--- src/rtl/deskew_ctrl_rx.sv ---
// deskew_ctrl_rx: receive-side multi-lane deskew sequencer.
// Waits for AM lock on every lane, forwards the first AM per lane as the
// lane skew-counter reset, enforces the max-skew window and freezes the lane
// counters once all lanes are aligned. Reports done/error and latest lane.
// Optional build macro: DESKEW_ERR_CNT_EN adds an 8-bit saturating error
// counter on err_cnt_o.

// Per-lane first-AM filter: a lane forwards its AM only until it has been seen.
module deskew_lane (
  input  logic en,
  input  logic am_v,
  input  logic seen,
  output logic am_lite,
  output logic seen_nxt
);
  assign am_lite  = en & am_v & ~seen;
  assign seen_nxt = seen | am_v;
endmodule

module deskew_ctrl_rx #(
  parameter int LANE_N           = 4,
  parameter int MAX_SKEW_BLOCK_N = 27,
  parameter int CNT_W            = $clog2(MAX_SKEW_BLOCK_N+1),
  parameter int LANE_W           = $clog2(LANE_N)
) (
  input  logic              clk,
  input  logic              nreset,
  input  logic [LANE_N-1:0] am_lock_i,
  input  logic [LANE_N-1:0] am_v_i,
  input  logic [LANE_N-1:0] skew_zero_i,
  output logic [LANE_N-1:0] am_lite_v_o,
  output logic              am_lite_lock_full_v_o,
  output logic              deskew_done_o,
  output logic              deskew_err_o,
  output logic [LANE_W-1:0] lane_latest_o
`ifdef DESKEW_ERR_CNT_EN
  ,
  output logic [7:0]        err_cnt_o
`endif
);

  typedef enum logic [1:0] {IDLE, COLLECT, LOCKED, ERR} state_t;

  localparam logic [CNT_W-1:0] CNT_MAX = CNT_W'(MAX_SKEW_BLOCK_N);

  state_t              state_q, state_d;
  logic [LANE_N-1:0]   seen_q, seen_nxt;
  logic [CNT_W-1:0]    cnt_q;
  logic [LANE_W-1:0]   lane_latest_q, latest_enc;
  logic                first_q;
  logic                lock_all, coll_en, all_seen, any_seen, timeout;

  assign lock_all = &am_lock_i;
  // Forwarding is suppressed on a lock-loss cycle even while in COLLECT.
  assign coll_en  = (state_q == COLLECT) && lock_all;
  assign all_seen = &seen_nxt;
  assign any_seen = |seen_nxt;
  // Window is open once any lane has been seen; cnt_q counts cycles since.
  assign timeout  = any_seen && (cnt_q == CNT_MAX);

  genvar l;
  generate
    for (l = 0; l < LANE_N; l++) begin : g_lane
      deskew_lane u_lane (
        .en      (coll_en),
        .am_v    (am_v_i[l]),
        .seen    (seen_q[l]),
        .am_lite (am_lite_v_o[l]),
        .seen_nxt(seen_nxt[l])
      );
    end
  endgenerate

  // State register.
  always_ff @(posedge clk or negedge nreset) begin
    if (!nreset) state_q <= IDLE;
    else         state_q <= state_d;
  end

  // Next-state logic; lock loss beats all-seen, which beats timeout.
  always_comb begin
    state_d = state_q;
    case (state_q)
      IDLE:    if (lock_all) state_d = COLLECT;
      COLLECT: begin
        if (!lock_all)     state_d = IDLE;
        else if (all_seen) state_d = LOCKED;
        else if (timeout)  state_d = ERR;
      end
      LOCKED:  if (!lock_all) state_d = IDLE;
      ERR:     state_d = IDLE;
      default: state_d = IDLE;
    endcase
  end

  // Outputs decoded from the registered state.
  always_comb begin
    am_lite_lock_full_v_o = (state_q == LOCKED);
    deskew_done_o         = (state_q == LOCKED);
    deskew_err_o          = (state_q == ERR);
    lane_latest_o         = first_q ? latest_enc : lane_latest_q;
  end

  // Lowest lane whose skew counter reads zero is the latest-arriving lane.
  always_comb begin
    latest_enc = '0;
    for (int i = LANE_N-1; i >= 0; i--)
      if (skew_zero_i[i]) latest_enc = LANE_W'(i);
  end

  // Seen mask and saturating window counter; cleared outside a live round.
  always_ff @(posedge clk or negedge nreset) begin
    if (!nreset) begin
      seen_q <= '0;
      cnt_q  <= '0;
    end else begin
      case (state_q)
        COLLECT: begin
          if (lock_all) begin
            seen_q <= seen_nxt;
            if (!any_seen)           cnt_q <= '0;
            else if (cnt_q != CNT_MAX) cnt_q <= cnt_q + 1'b1;
          end else begin
            seen_q <= '0;
            cnt_q  <= '0;
          end
        end
        LOCKED: ;
        default: begin
          seen_q <= '0;
          cnt_q  <= '0;
        end
      endcase
    end
  end

  // Latest-lane capture on the first LOCKED cycle, held afterwards.
  always_ff @(posedge clk or negedge nreset) begin
    if (!nreset) begin
      first_q       <= 1'b0;
      lane_latest_q <= '0;
    end else begin
      first_q <= (state_q == COLLECT) && (state_d == LOCKED);
      if (first_q) lane_latest_q <= latest_enc;
    end
  end

`ifdef DESKEW_ERR_CNT_EN
  logic [7:0] err_cnt_q;
  logic       err_inc;
  assign err_inc   = (state_q == ERR) || ((state_q == LOCKED) && !lock_all);
  assign err_cnt_o = err_cnt_q;

  // Saturating count of window overruns and lock losses while aligned.
  always_ff @(posedge clk or negedge nreset) begin
    if (!nreset)                           err_cnt_q <= '0;
    else if (err_inc && err_cnt_q != 8'hFF) err_cnt_q <= err_cnt_q + 8'd1;
  end
`endif

endmodule

--- config.mk ---
export PLATFORM = sky130hd
export DESIGN_NAME = deskew_ctrl_rx
export DESIGN_NICKNAME = d
export VERILOG_FILES = /design/src/rtl/deskew_ctrl_rx.sv
export SDC_FILE = /design/constraint.sdc
export NUM_CORES = 1
export LEC_CHECK = 0
export BUFFER_PORTS_ARGS = -buffer_cell sky130_fd_sc_hd__buf_2
export CAP_MARGIN = 20
export CORE_MARGIN = 8
export CORE_UTILIZATION = 45
export CTS_BUF_LIST = sky130_fd_sc_hd__clkbuf_2 sky130_fd_sc_hd__clkbuf_4 sky130_fd_sc_hd__clkbuf_8
export CTS_CLUSTER_SIZE = 25
export DETAILED_ROUTE_END_ITERATION = 10
export PLACE_DENSITY = 0.73
export SLEW_MARGIN = 0
export SYNTH_ARGS = -nofsm -noshare
export SYNTH_HDL_FRONTEND = slang
export SYNTH_SLANG_ARGS = --single-unit
--- constraint.sdc ---
create_clock -name clk -period 3.8 [get_ports clk]
set_input_delay 0.57 -clock clk [delete_from_list [all_inputs] [get_ports clk]]
set_output_delay 0.57 -clock clk [all_outputs]
set_load 0.02 [all_outputs]
==> metrics.txt, run 1 <==
Clock Skew=approximately 0.0047 ns; hold buffers post-CTS=0; initial antenna violation count=0; drt total wl=between 1500 and 2000 um; clock share of power=31.8%; Mapped Area=763 um2; synth unique cells=29; hold crit path type=in -> async; flops & latches, synth=14; vias in the first global route=660; main area contributors after synthesis=dfrtp_1 (46%), nor2_1 (5.9%), buf_4 (4.9%); setup total negative slack=0 ns; status=complete, no violations; Layout fillers=around 150; post-synth top area cell=dfrtp_1; RePlAce Congestion=0.761; Async SR Flop Fraction=between 90% and 100%; Max Cap Viol=0; CTS buffer count=3; cell count after synthesis=83; Max Root-Sink Buffers=2; Tcrit/Tclk final=a little over three fifths; routed vias/inst=between 5 and 6; die area=3270 um2; post-route design area=875 um2; count of final setup violators=0; clk slew on worst S/H paths=0.08 ns; share of cells above drive strength 1=32.4%; Die Wd=57.2 um; post-CTS setup buffer count=0; htree depth=1; Comb pwr share=7.8%; initial core utilization=46.2%; maximum fanout along the worst path=17; GRT Total Usage=about a tenth; area grow syn2layout=14.6%; Ys Warns=0; sequential area share after synthesis=between 40% and 50%; Mean Syn Cell Area=9.20 um2; DR iter-0 viols=19; IO Pins=23; final worst path period need=roughly 2.4 ns; GRT overflow=0; ANT cells=0; CTS tree=yes; multi-input logic area=359 um2; most numerous cell in the Yosys netlist=dfrtp_1; row cnt=15; Detail Placement HPWL=1220 um; Post-DRT Antenna Nets=0; relative slew slack=62.8%; syn_nets=98; internal power=0.196 mW; switching part of the total=22.5%; Storage cell area=between 300 and 400 um2; DR vias=672; Post-synth top cells=dfrtp_1 (14), nor2_1 (12), nand2_1 (9); Crit Path Class=in -> out; Pwr per Cell Area=289 nW/um2; root buffer cell=clkbuf_4; Pre-antenna DRT Iters=4; Crit. End Element=output pin; ys flop type=dfrtp_1; Fin. Hold Viols=0; Worst-Margin Slew=0.557 ns; worst skew pair latency=0.27 ns; drt wl/cell=13.4 um; TritonCTS Sinks=14; first-pass GRT wire length=2760 um; P_sw=0.0569 mW; fmax=420 MHz; Worst VDD drop=0.000148 V; Startpoint Class=input port; CTS resizes=0; core area=approximately 1700 um2; post-synth top area share=~46%; number of flops mapped to enable cells by yosys=0; DP Area=852 um2; RSZ-0062 raised after global routing=no; Final Slew Violations=0; largest net degree at the start of global routing=18; Post-layout nets=~120; die height=roughly 57 um; Lkg Pwr=between 0.4 and 0.5 nW; reg2reg path depth=4; CP arrival=~1.8 ns; Remaining DRCs=0; # port buffers=22; Worst EP required=3.23 ns; sequential share of power=60.4%
==> final cells by class <==
type,count,area share [%]
Clock buffer,3,2.58
Sequential cell,14,40.1
Tap cell,17,2.43
Multi-Input combinational cell,60,41.1
Inverter,3,1.29
Timing Repair Buffer,22,12.6
==> state kept, by name, summed over array words and instances, names as in the netlist <==
register and flops:
lane_latest_q 2, first_q 1, seen_q 4, cnt_q 5
state_q 2
==> cells by family after synthesis <==
| group | Yosys count | share of synthesized area, % |
|---|---|---|
| muxes | 2 | 2.95 |
| buffers and inverters | 9 | 7.05 |
| AOI/OAI and AO/OA | 16 | 14.4 |
| and+or+nand+nor | 41 | 28.0 |
| adders and majority gates | 1 | 1.64 |
| DFF | 14 | 45.9 |
==> power groups by stage <==
stage,registers (mW),logic [mW],clock network (mW)
final,0.153,0.0197,0.0805
after CTS,0.153,0.0202,0.0841
after detailed placement,0.155,0.0201,0
after global placement,0.156,0.0193,0
after global routing,0.153,0.0223,0.0888
after floorplan,0.155,0.00813,0
==> layout by cell type (no fill, tap or decap), drive strengths merged, types with 3 or more instances in the layout <==
cell / synthesis / routed
dfrtp: 14 / 14
clkbuf: 0 / 3
nand3: 4 / 4
nand2b: 3 / 3
o21ai: 6 / 6
buf: 6 / 22
nand4: 3 / 3
nor2: 13 / 13
nand2: 9 / 9
==> layer usage <==
layer  vias to the layer above  GRT usage, %  wire (um)
li1                        330             -          -
met1                       319          11.4        663
met2                        19          17.2        814
met3                         4          3.10         97
met4                         0          6.04         19
met5                         -             0          0
==> stage by stage <==
step / power, mW / utilization [%] / hold slack [ns] / worst slack (ns) / cells
detailed placement: 0.176 / 51.6 / 0.454 / 1.44 / 116
CTS: 0.257 / 53.0 / 0.187 / 1.42 / 119
floorplan: 0.163 / - / 0.274 / 1.73 / 83
finish: 0.253 / 53.0 / 0.174 / 1.42 / 119
global placement: 0.175 / 51.6 / 0.447 / 1.49 / 116
global route: 0.264 / 53.0 / 0.191 / 1.25 / 119
==> worst max-delay path, cell delays in order <==
cell and delay [ns]:
buf_2 0.08, nand4_1 0.21, nor2_2 0.53, nand2_1 0.15, nor2_1 0.10, buf_2 0.16
==> path summary, 6_finish.rpt <==
path                               from        endpoint  slack, ns
setup reg to reg             state_q[1]        cnt_q[0]       2.29
hold reg to reg              state_q[1]      state_q[0]       0.46
setup / recovery           am_lock_i[3]  am_lite_v_o[3]       1.42
hold / removal                   nreset      state_q[1]       0.17
min in group clk             state_q[1]      state_q[0]       0.46
max in group asynchronous        nreset       seen_q[3]       3.39
Note: power is estimated with default switching activity, not from simulation.
==> run 2, diff against run 1 <==
--- a/config.mk
+++ b/config.mk
@@ -5,6 +5,7 @@
 export SDC_FILE = /design/constraint.sdc
 export NUM_CORES = 1
 export LEC_CHECK = 0
+export ABC_AREA = 1
 export BUFFER_PORTS_ARGS = -buffer_cell sky130_fd_sc_hd__buf_2
 export CAP_MARGIN = 20
 export CORE_MARGIN = 8
@@ -12,7 +13,7 @@
 export CTS_BUF_LIST = sky130_fd_sc_hd__clkbuf_2 sky130_fd_sc_hd__clkbuf_4 sky130_fd_sc_hd__clkbuf_8
 export CTS_CLUSTER_SIZE = 25
 export DETAILED_ROUTE_END_ITERATION = 10
-export PLACE_DENSITY = 0.73
+export PLACE_DENSITY = 0.72
 export SLEW_MARGIN = 0
 export SYNTH_ARGS = -nofsm -noshare
 export SYNTH_HDL_FRONTEND = slang
==> constraint.sdc (replaced) <==
create_clock -name clk -period 2.4 [get_ports clk]
set_input_delay 0.36 -clock clk [delete_from_list [all_inputs] [get_ports clk]]
set_output_delay 0.36 -clock clk [all_outputs]
set_load 0.02 [all_outputs]
==> run 2 against run 1 <==
Net effect: first-iteration DRC count up 5.3%; worst hold slack better by 0.13 ns; cell area up 10%; highest routed layer unchanged; critical path depth down 2; area after synthesis up 9.3%; synthesized cell count up 35%; power up 61%.
==> metrics.txt, run 2 <==
xor/xnor cell area share of the yosys netlist=under 10%; syn_nets=around 130; Layout fillers=182; relative slew slack=79.4%; CTS tree=yes; main area contributors after synthesis=dfrtp_1 (42%), nand2_1 (13%), nor2_1 (7.2%); initial antenna violation count=0; final worst path period need=1.82 ns; largest register by flop count=cnt_q; most numerous cell in the Yosys netlist=nand2_1; most frequent cells in the layout=nand2_1 (29), buf_2 (22), nor2_1 (16); sequential area share after synthesis=42.0%; fmax=550 MHz; synth unique cells=23; Hold Path Sink=lane_latest_q[1]; simple-gate share of the synthesized area=33.7%; count of final setup violators=0; post-route setup slack=0.583 ns; worst skew pair latency=0.28 ns; drt total wl=1730 um; Hold Crit Depth=2; largest net degree at the start of global routing=15; DR vias=735; RePlAce Congestion=0.853; final cell utilization of the core=55.3%; Tcrit/Tclk final=between 70% and 80%; initial core utilization=47.8%; Compound-Gate Fraction of Synth Area=9.45%; DP Area=around 930 um2; flop-to-flop setup slack=1.01 ns; Fin. Hold Viols=0; Post-Synth Adder-Cell Area=under 10%; htree depth=1; RSZ-0062 raised after global routing=no; first-pass GRT wire length=2940 um; Remaining DRCs=0; pre-CTS setup slack=roughly 0.80 ns; Crit. End Element=output pin; Post-DRT Antenna Nets=0; share of cells above drive strength 1=25.0%; Critical R2R Capture=cnt_q[4]; ANT cells=0; reg2reg path depth=7; TritonCTS Sinks=14; flops & latches, synth=14; commonest non-fill, non-tap cell in the layout=nand2_1; Storage cell area=350 um2; Hold Startpoint=skew_zero_i[1]; Max Root-Sink Buffers=2; root buffer cell=clkbuf_4; Power Total=0.407 mW; Clock Skew=0.000681 ns; Final Slew Violations=0; Worst-Margin Slew=0.309 ns; Max Cap Viol=0; GRT overflow=0; R2R Path Start=cnt_q[0]; ys flop type=dfrtp_1; drt wl/cell=11.0 um; Pre-antenna DRT Iters=4; clk slew on worst S/H paths=~0.080 ns; Mapped Area=835 um2; top flop regs=cnt_q x5, seen_q x4; # port buffers=22; GRT Total Usage=between 10% and 20%; DR iter-0 viols=20; area grow syn2layout=15.7%; Mean Syn Cell Area=between 7 and 8 um2; CTS buffer count=3; cell count after synthesis=between 100 and 150; Ys Warns=0; Async SR Flop Fraction=100%; Die Wd=between 50 and 60 um; routed vias/inst=between 4 and 5; number of flops mapped to enable cells by yosys=0; main combinational cell family by area after synthesis=simple AND/OR/NAND/NOR gates; crit path cell chain=nor2_4, nand2_2, nor3b_1, buf_2; mux share of post-synthesis cell area=0%; Crit Path Class=reg -> out; Pwr per Cell Area=about 420 nW/um2; Buf+Inv Stages, Crit Path=1; hold crit path type=in -> reg; Post-synth top cells=nand2_1 (29), nor2_1 (16), dfrtp_1 (14), inv_1 (14); IO Pins=23; Worst EP required=2.04 ns; vias in the first global route=686; row cnt=15; die area=3490 um2; Worst VDD drop=0.000259 V; Lkg Pwr=0.531 nW; maximum fanout along the worst path=8; largest stage delay on the critical path=0.44 ns; post-route design area=around 970 um2; multi-input logic area=382 um2; Critical-path top delay cell=dfrtp_1; status=complete, no violations; post-synth top area cell=dfrtp_1; Startpoint Class=flip-flop; max FFs per register=5; core area=1750 um2; CP arrival=1.46 ns; die height=roughly 60 um; setup total negative slack=0 ns; post-synth top area share=42.0%; Post-layout nets=149; critical path's top delay family=simple AND/OR/NAND/NOR gates; Detail Placement HPWL=1390 um
[run 2: changes by cell type after synthesis, moves of 3 or more]
cell and delta:
a21oi_1 +4, nand2_1 +20, nand2b_1 -3, inv_1 +12
nor2_1 +4, nor2_4 +3
[run 2: worst max path at each step]
stage | startpoint | to | slack, ns | cells past startpoint
final | state_q[1] | am_lite_v_o[2] | 0.58 | 4
after floorplan | skew_zero_i[0] | lane_latest_o[1] | 0.98 | 3
after global placement | am_lock_i[0] | am_lite_v_o[2] | 0.83 | 6
after CTS | state_q[1] | am_lite_v_o[2] | 0.56 | 4
after detailed placement | am_lock_i[0] | am_lite_v_o[2] | 0.80 | 6
after global routing | state_q[1] | am_lite_v_o[2] | 0.46 | 4
[run 2: area by class of cell]
type | instances | share of cell area, %
multi-input cells | 76 | 39.5
flip-flops and latches | 14 | 36.3
repair buffers | 23 | 12.4
inverters | 16 | 6.22
well taps | 25 | 3.24
clock buffers | 3 | 2.33
[run 2: metrics by stage]
step | hold WS (ns) | std cells
CTS | 0.307 | 157
global placement | 0.269 | 153
global route | 0.312 | 157
finish | 0.305 | 157
detailed placement | 0.276 | 153
floorplan | 0.0644 | 112
[run 2: power breakdown]
| group | internal, mW | switching, mW | leakage (nW) |
|---|---|---|---|
| combinational | 0.0142 | 0.0217 | 0.332 |
| sequential | 0.237 | 0.000587 | 0.185 |
| clock | 0.0583 | 0.0758 | 0.0138 |
[run 2: metal layers]
layer	vias to the layer above	track usage, %	part of all wire [%]
li1	388	-	-
met5	-	0	0
met3	5	3.47	5.8
met2	17	17.1	45
met1	325	12.9	48
met4	0	5.12	1.7
[run 2: logic make-up after synthesis]
family	count (synthesis)
compound gates	14
xor+xnor	1
fa+ha+maj	1
buf+inv	22
flops	14
simple gates	60
[run 2: repair_timing]
action,CTS,global route
hold buffers,1,0
gates resized for setup,0,0
buffers inserted,0,0
hold endpoints to repair,14,0
==> run 3, diff against run 2 <==
==> constraint.sdc (replaced) <==
create_clock -name clk -period 1.9 [get_ports clk]
set_input_delay 0.285 -clock clk [delete_from_list [all_inputs] [get_ports clk]]
set_output_delay 0.285 -clock clk [all_outputs]
set_load 0.02 [all_outputs]
==> run 3 against run 2 <==
Net effect: global-route usage increased by 0.68 points; first-iteration DRC count increased by 75%; die area did not move; via count is 5.3% higher; sequential power up 27%; non-clock buffer count stayed put; largest power group unchanged.
==> metrics.txt, run 3 (same netlist as run 2, synthesis figures left out) <==
Remaining DRCs=0; P_sw=0.133 mW; htree depth=1; Post-layout nets=149; M2 GR Usage=18.5%; drt wl/cell=12.0 um; CTS tree=yes; Worst-Margin Slew=0.303 ns; met3 Usage GRT=roughly 4.3%; IO Pins=23; internal power=roughly 0.43 mW; clock share of power=39.1%; Most Crowded Layer GR=met2; first-pass GRT wire length=3080 um; met1 Use GR=12.7%; Crit Path Class=reg -> out; commonest non-fill, non-tap cell in the layout=nand2_1; RSZ-0062 raised after global routing=no; worst skew pair latency=0.29 ns; GRT Total Usage=a little under an eighth; Max Root-Sink Buffers=2; area grow syn2layout=17.4%; RePlAce Congestion=0.815; Power Total=0.567 mW; switching part of the total=23.5%; CTS buffer count=3; drt total wl=1900 um; ANT cells=0; Critical R2R Capture=cnt_q[0]; Tcrit/Tclk final=90.6%; die area=3490 um2; multi-input logic area=382 um2; max FFs per register=5; Critical-path top delay cell=dfrtp_1; Lkg Pwr=0.538 nW; clk slew on worst S/H paths=0.09 ns; DR vias=774; R2R Path Start=cnt_q[0]; Storage cell area=350 um2; die height=59.1 um; Max Cap Viol=0; row cnt=15; root buffer cell=clkbuf_4; hold crit path type=in -> reg; top flop regs=cnt_q x5, seen_q x4; share of cells above drive strength 1=25.6%; hold buffers post-CTS=1; Hold Path Sink=lane_latest_q[1]; Hold Startpoint=skew_zero_i[1]; sequential share of power=52.9%; vias in the first global route=724; Layout fillers=169; largest register by flop count=cnt_q; Final Slew Violations=0; routed vias/inst=4.90; Crit. End Element=output pin; fmax=~580 MHz; relative slew slack=roughly 80%; # port buffers=22; maximum fanout along the worst path=8; initial antenna violation count=0; CP arrival=1.44 ns; Comb pwr share=around 8.0%; TritonCTS Sinks=14; setup total negative slack=0 ns; Post-DRT Antenna Nets=0; DR iter-0 viols=35; Fin. Hold Viols=0; post-CTS setup buffer count=0; Pre-antenna DRT Iters=4; Worst VDD drop=around 0.00034 V; largest net degree at the start of global routing=15; Clock Skew=around 0.00084 ns; status=complete, no violations; largest stage delay on the critical path=0.44 ns; Startpoint Class=flip-flop; count of final setup violators=0; crit path cell chain=nor2_4, nand2_2, nor3b_1, buf_2; most frequent cells in the layout=nand2_1 (29), buf_2 (22), nor2_1 (16); Detail Placement HPWL=1490 um; CTS resizes=0; flop-to-flop setup slack=0.38 ns; GRT overflow=0; final worst path period need=between 1.5 and 2 ns; Hold Crit Depth=2; Pwr per Cell Area=579 nW/um2; reg2reg path depth=7; Worst EP required=approximately 1.6 ns; core area=1750 um2; Die Wd=59.1 um; initial core utilization=47.8%
[run 3: cell types whose count changed in the layout (fill, tap and decap cells not counted)]
cell / change
clkbuf_8: +1
[run 3: worst max path at each step]
stage / cells after the start / endpoint / slack (ns) / startpoint
2_1_floorplan: 2 / lane_latest_o[1] / 0.59 / first_q
3_3_place_gp: 6 / cnt_q[0] / 0.48 / cnt_q[0]
3_5_place_dp: 7 / cnt_q[0] / 0.39 / cnt_q[0]
4_1_cts: 4 / am_lite_v_o[2] / 0.17 / state_q[1]
5_1_grt: 4 / am_lite_v_o[2] / 0.05 / state_q[1]
6_report: 4 / am_lite_v_o[2] / 0.18 / state_q[1]
[run 3: power by group through the flow]
stage / combinational [mW] / sequential, mW / clock, mW
2_1_floorplan: 0.0203 / 0.306 / 0
3_3_place_gp: 0.0433 / 0.306 / 0
3_5_place_dp: 0.0446 / 0.306 / 0
4_1_cts: 0.0463 / 0.300 / 0.225
5_1_grt: 0.0520 / 0.300 / 0.239
6_report: 0.0455 / 0.300 / 0.222
[run 3: cell type report]
type,count,area share [%]
Clock buffer,4,3.70
Inverter,16,6.13
Tap cell,25,3.19
Sequential cell,14,35.8
Multi-Input combinational cell,76,39.0
Timing Repair Buffer,23,12.3
[run 3: per-layer routing]
metal / wire (um) / vias to the layer above
met4: 37 / 0
met1: 831 / 350
met2: 864 / 26
li1: - / 391
met3: 161 / 7
met5: 0 / -
[run 3: critical path: cells and delay by family, from the launching register on]
| kind | cells | cell delay (ns) |
|---|---|---|
| buffers and inverters | 1 | 0.19 |
| AND/OR/NAND/NOR | 3 | 0.51 |
| flip-flops | 1 | 0.44 |
[run 3: through the flow]
step	worst slack, ns	cell area [um2]	hold slack [ns]	instances	utilization [%]
final	0.178	980	0.226	158	56.1
after CTS	0.172	980	0.229	158	56.1
after floorplan	0.590	835	-0.0106	112	-
after detailed placement	0.392	933	0.198	153	53.5
after global routing	0.0504	980	0.231	158	56.1
after global placement	0.483	933	0.200	153	53.5
